## src/rtl/shift_seq_if.sv

```systemverilog
// Request/response bundle for the shift sequencer: the requester drives the
// master side and the sequencer implements the slave side.
interface shift_seq_if #(
    parameter int n = 32
);
    localparam int SW = $clog2(n);

    logic          start;
    logic [1:0]    op;
    logic [n-1:0]  operand;
    logic [SW-1:0] shamt;
    logic          busy;
    logic          done;
    logic [n-1:0]  result;

    modport master (
        output start, op, operand, shamt,
        input  busy, done, result
    );

    modport slave (
        input  start, op, operand, shamt,
        output busy, done, result
    );
endinterface

```

## src/rtl/shift_seq.sv

```systemverilog
// Multi-cycle SLL/SRL/SRA sequencer, one bit per cycle (IDLE -> SHIFT -> DONE).
// Define SHIFT_SEQ_STEP4_EN to shift by 4 whenever at least 4 positions remain.
module shift_seq #(
    parameter int n = 32
) (
    input  logic        clk,
    input  logic        reset,
    shift_seq_if.slave  bus
);
    localparam int SW = $clog2(n);

    typedef enum logic [1:0] {
        IDLE,
        SHIFT,
        DONE
    } state_t;

    state_t        state_q, state_d;
    logic [n-1:0]  acc_q, acc_d;
    logic [n-1:0]  result_q, result_d;
    logic [SW-1:0] cnt_q, cnt_d;
    logic [1:0]    op_q, op_d;
    logic [SW-1:0] step;
    logic [n-1:0]  acc_shifted;

    function automatic logic [n-1:0] shift_by(input logic [n-1:0]  v,
                                              input logic [1:0]    o,
                                              input logic [SW-1:0] amt);
        case (o)
            2'b00:   return v << amt;
            2'b01:   return v >> amt;
            2'b10:   return $unsigned($signed(v) >>> amt);
            default: return v;
        endcase
    endfunction

    always_comb begin
`ifdef SHIFT_SEQ_STEP4_EN
        step = (cnt_q >= SW'(4)) ? SW'(4) : SW'(1);
`else
        step = SW'(1);
`endif
        acc_shifted = shift_by(acc_q, op_q, step);
    end

    always_comb begin
        state_d  = state_q;
        acc_d    = acc_q;
        cnt_d    = cnt_q;
        op_d     = op_q;
        result_d = result_q;
        case (state_q)
            IDLE: begin
                if (bus.start) begin
                    acc_d = bus.operand;
                    cnt_d = bus.shamt;
                    op_d  = bus.op;
                    // Nothing to iterate: result is the operand, captured on the same edge.
                    if (bus.shamt == '0 || bus.op == 2'b11) begin
                        state_d  = DONE;
                        result_d = bus.operand;
                    end else begin
                        state_d = SHIFT;
                    end
                end
            end
            SHIFT: begin
                acc_d = acc_shifted;
                cnt_d = cnt_q - step;
                if (cnt_q == step) begin
                    state_d  = DONE;
                    result_d = acc_shifted;
                end
            end
            DONE: begin
                state_d = IDLE;
            end
            default: begin
                state_d = IDLE;
            end
        endcase
    end

    always_ff @(posedge clk) begin
        if (reset) begin
            state_q  <= IDLE;
            acc_q    <= '0;
            cnt_q    <= '0;
            op_q     <= '0;
            result_q <= '0;
        end else begin
            state_q  <= state_d;
            acc_q    <= acc_d;
            cnt_q    <= cnt_d;
            op_q     <= op_d;
            result_q <= result_d;
        end
    end

    always_comb begin
        bus.busy   = (state_q != IDLE);
        bus.done   = (state_q == DONE);
        bus.result = result_q;
    end
endmodule

```

## src/flat_wrapper.sv

```systemverilog
// flat-port wrapper written by rule: the top's interface ports become plain ports
module shift_seq_flat 
#(
    parameter int n = 32
)
  (clk, reset, bus_start, bus_op, bus_operand, bus_shamt, bus_busy, bus_done, bus_result);
  shift_seq_if #(.n(n)) bus_i ();
  input  logic clk;
  input  logic reset;
  input wire logic [$bits(bus_i.start)-1:0] bus_start;
  input wire logic [$bits(bus_i.op)-1:0] bus_op;
  input wire logic [$bits(bus_i.operand)-1:0] bus_operand;
  input wire logic [$bits(bus_i.shamt)-1:0] bus_shamt;
  output wire logic [$bits(bus_i.busy)-1:0] bus_busy;
  output wire logic [$bits(bus_i.done)-1:0] bus_done;
  output wire logic [$bits(bus_i.result)-1:0] bus_result;
  assign bus_i.start = bus_start;
  assign bus_i.op = bus_op;
  assign bus_i.operand = bus_operand;
  assign bus_i.shamt = bus_shamt;
  assign bus_busy = bus_i.busy;
  assign bus_done = bus_i.done;
  assign bus_result = bus_i.result;
  shift_seq #(.n(n)) u_core (.clk(clk), .reset(reset), .bus(bus_i));
endmodule
```

## config.mk

```make
export PLATFORM = sky130hd
export DESIGN_NAME = shift_seq_flat
export DESIGN_NICKNAME = d
export VERILOG_FILES = /design/src/rtl/shift_seq_if.sv /design/src/rtl/shift_seq.sv /design/src/flat_wrapper.sv
export SDC_FILE = /design/constraint.sdc
export NUM_CORES = 1
export LEC_CHECK = 0
export BUFFER_PORTS_ARGS = -buffer_cell sky130_fd_sc_hd__clkbuf_2
export CORE_MARGIN = 10
export CORE_UTILIZATION = 59
export DETAILED_ROUTE_END_ITERATION = 8
export MAX_ROUTING_LAYER = met4
export PLACE_DENSITY = 0.85
export SETUP_SLACK_MARGIN = 0.15
export SYNTH_ARGS = -nofsm -noshare
export SYNTH_HDL_FRONTEND = slang
export SYNTH_SLANG_ARGS = --single-unit
```

## constraint.sdc

```tcl
create_clock -name clk -period 2.8 [get_ports clk]
set_input_delay 0.56 -clock clk [delete_from_list [all_inputs] [get_ports clk]]
set_output_delay 0.56 -clock clk [all_outputs]
set_load 0.02 [all_outputs]
```

==> flow_metrics.py <==
metrics = {
    "outcome": {
        "status": "finished clean",
    },
    "cells_and_area": {
        "final_cells": 540,
        "seq_area_um2": 1461,
        "final_nets": 502,
        "diodes": 0,
        "multi_input_area_um2": 2051,
        "drive_above_1_share": 0.2981,
        "syn2layout_area_growth_pct": 12.49,
        "nFillCells": 540,
    },
    "grt": {
        "track_usage": 0.1961,
        "grt_busiest_layer": "met2",
        "met1_usage": 0.2380,
        "grt-ovfl-total": 0,
        "grt_pass1_wl_um": 16210,
        "grt_max_degree": 65,
        "grtUsageMet2": 0.3131,
        "antenna_found_initial": 0,
        "grt_pass1_vias": 3377,
        "met3_usage": 0.04876,
    },
    "setup_path": {
        "worstSetupPathType": "reg -> reg",
        "required_ns": 3.07,
        "cp_cell_sequence": "nand2b_4 -> buf_4 -> o21a_2 -> a21oi_1 -> a211oi_1",
        "cpPeakStageDelay_ns": 0.61,
        "critPathLaunchType": "flop",
        "path_max_fanout": 32,
        "cp_slowest_cell": "o21a_2",
        "cp.arrival_ns": 2.57,
        "end_kind": "flop",
    },
    "clocking": {
        "htreeDepth": 3,
        "cts_buffers": 9,
        "clk_pin_slew_ns": 0.07,
        "cts_tree": "yes",
        "cts_hold_buf": 0,
        "clkSinkCount": 73,
        "clockBufferDepth": 2,
        "root_buffer": "clkbuf_8",
        "insertion_delay_ns": 0.35,
    },
    "timing": {
        "max_slew_margin": 0.4172,
        "grt_setup_unrepaired": "false",
        "fin_skew_ns": 0.009923,
        "tightestPinTransition_ns": 0.8724,
        "finalMaxSlewViolations": 0,
        "period_share": 0.8224,
        "finalSetupTns_ns": 0,
        "timing.fmax_mhz": 434.3,
        "hold_violations": 0,
        "fin_crit_ns": 2.303,
        "setup_viol": 0,
    },
    "detailed_routing": {
        "drc_errors": 0,
        "wire_per_inst_um": 17.78,
        "vias": 3398,
        "ant_nets": 0,
        "viasPerCell": 6.293,
        "drt_iter0_drc": 224,
        "first_pass_iters": 5,
        "routed_wl_um": 9600,
    },
    "pwr": {
        "pwr-share-seq": 0.417,
        "leakagePower_nw": 1.704,
        "p_switching_mw": 1.188,
        "p_clk_frac": 0.260,
        "swShare": 0.3585,
        "vdd_drop_max_v": 0.0004634,
        "share_comb_of_total_power": 0.323,
        "internal-power_mw": 2.126,
        "power_density_nw_per_um2": 773.9,
    },
    "yosys": {
        "ys_top_cells_by_area": "dfxtp_1 (38%), a211oi_1 (12%), a2bb2oi_2 (7.1%)",
        "async_flop_share": 0,
        "yosysSeqAreaShare": 0.3838,
        "netlist_instances": 409,
        "synth_nets": 453,
        "synth_area_um2": 3807,
        "synth-seq-cells": 73,
        "synthDistinctLibCells": 49,
        "ys_warn_count": 0,
        "yosysTopAreaCell": "dfxtp_1",
        "synth_top_area_share": 0.3838,
        "avgSynthCellArea_um2": 9.309,
        "synth-edff-count": 0,
        "dominantRegCellSynth": "dfxtp_1",
    },
    "floorplanning": {
        "coreArea_um2": 6314,
        "io_pins": 76,
        "die_w_um": 100.3,
        "initial_utilization": 0.6031,
        "dieArea_um2": 10070,
        "dieHeight_um": 100.3,
        "std_cell_rows": 29,
    },
    "placed_design": {
        "dpl.hpwl_um": 6427,
        "io_buffer_count": 75,
        "dp_cells": 524,
        "routabilityCongestion": 0.8511,
    },
    "run": {
        "max_cap_violations": 0,
    },
    "hold_path": {
        "min_path_type": "reg -> reg",
    },
}
-- cells in the final DEF (no fill, tap or decap), drive strengths merged, types with 2 or more instances in the layout --
cell     instances
nor3             3
nand2            9
clkbuf          89
o311ai           2
a221o            2
nor2b            2
inv              5
ha               2
and2             2
o2111ai          2
o21ai            9
buf              8
a221oi          31
nor3b            2
a21oi           40
a211oi          61
nor2            70
a2bb2oi         29
dfxtp           73
xor2             2
-- power by group through the flow --
stage	combinational (mW)	sequential, mW	clock [mW]
after floorplan	0.792	1.44	0
after global placement	1.04	1.39	0
after detailed placement	1.07	1.40	0
after CTS	1.08	1.38	0.871
after global routing	1.19	1.41	0.917
final	1.07	1.38	0.862
-- state kept, by name (all words and copies together) (netlist names) --
register           flops
u_core.cnt_q           5
u_core.bus.result     32
u_core.op_q            2
u_core.acc_q          32
u_core.state_q         2
-- path summary, 6_finish.rpt --
check	cells after the start	slack [ns]	startpoint	end
worst max-delay path	5	0.50	u_core.state_q[0]	u_core.bus.result[14]
worst min-delay path	2	0.47	u_core.bus.result[31]	u_core.bus.result[31]
worst max register to register	5	0.50	u_core.state_q[0]	u_core.bus.result[14]
worst min register to register	2	0.47	u_core.bus.result[31]	u_core.bus.result[31]
-- Yosys cell counts, drive strengths merged (2+ instances only) --
cell / n
inv: 5
nor2: 70
clkbuf: 11
nor3: 3
o311ai: 2
nor3b: 2
a2bb2oi: 29
nand2: 9
a221o: 2
dfxtp: 73
a21oi: 40
o21ai: 9
xor2: 2
buf: 34
o2111ai: 2
and2: 2
ha: 2
a211oi: 61
a221oi: 31
nor2b: 2
-- metal layers --
layer | vias up | share of wire
met5 | - | 0
met4 | 0 | 0.014
met3 | 14 | 0.075
met2 | 130 | 0.48
met1 | 1587 | 0.43
li1 | 1667 | -
-- worst max-delay path, delay by kind of cell, from the launching register on --
family	cells	cell delay, ns
DFF	1	0.51
and+or+nand+nor	1	0.33
AOI/OAI and AO/OA	3	1.03
buffers and inverters	1	0.34
-- cell families after synthesis --
group / after synthesis / synth area share
DFF: 73 / 0.3838
AOI/OAI and AO/OA: 185 / 0.4052
xor gates and xnor gates: 3 / 0.006902
and+or+nand+nor: 95 / 0.1150
adders and majority gates: 2 / 0.006571
muxes: 1 / 0.002957
buffers and inverters: 50 / 0.07953
-- final cells by class --
class | count | area share
Inverter | 5 | 0.004382
Clock buffer | 14 | 0.04032
Clock inverter | 2 | 0.008180
Sequential cell | 73 | 0.3412
Tap cell | 77 | 0.02249
Multi-Input combinational cell | 286 | 0.4788
Timing Repair Buffer | 83 | 0.1046
-- per-stage QoR --
stage                     hold slack [ns]  cell area (µm²)  power [mW]  utilization  setup slack (ns)
after floorplan                    0.4421             3807       2.234            -             1.256
after global placement             0.4504             4070       2.433       0.6447            0.3154
after detailed placement           0.4502             4070       2.468       0.6447            0.2120
after CTS                          0.4598             4278       3.325       0.6776            0.3068
after global routing               0.4854             4283       3.511       0.6784            0.2531
final                              0.4669             4283       3.315       0.6784            0.4973
-- repair_timing --
| action | 4_1_cts | 5_1_grt |
|---|---|---|
| setup buffers | 0 | 0 |
| gates resized for setup | 0 | 1 |
| setup endpoints to repair | 0 | 20 |
(Power assumes the default switching activity.)
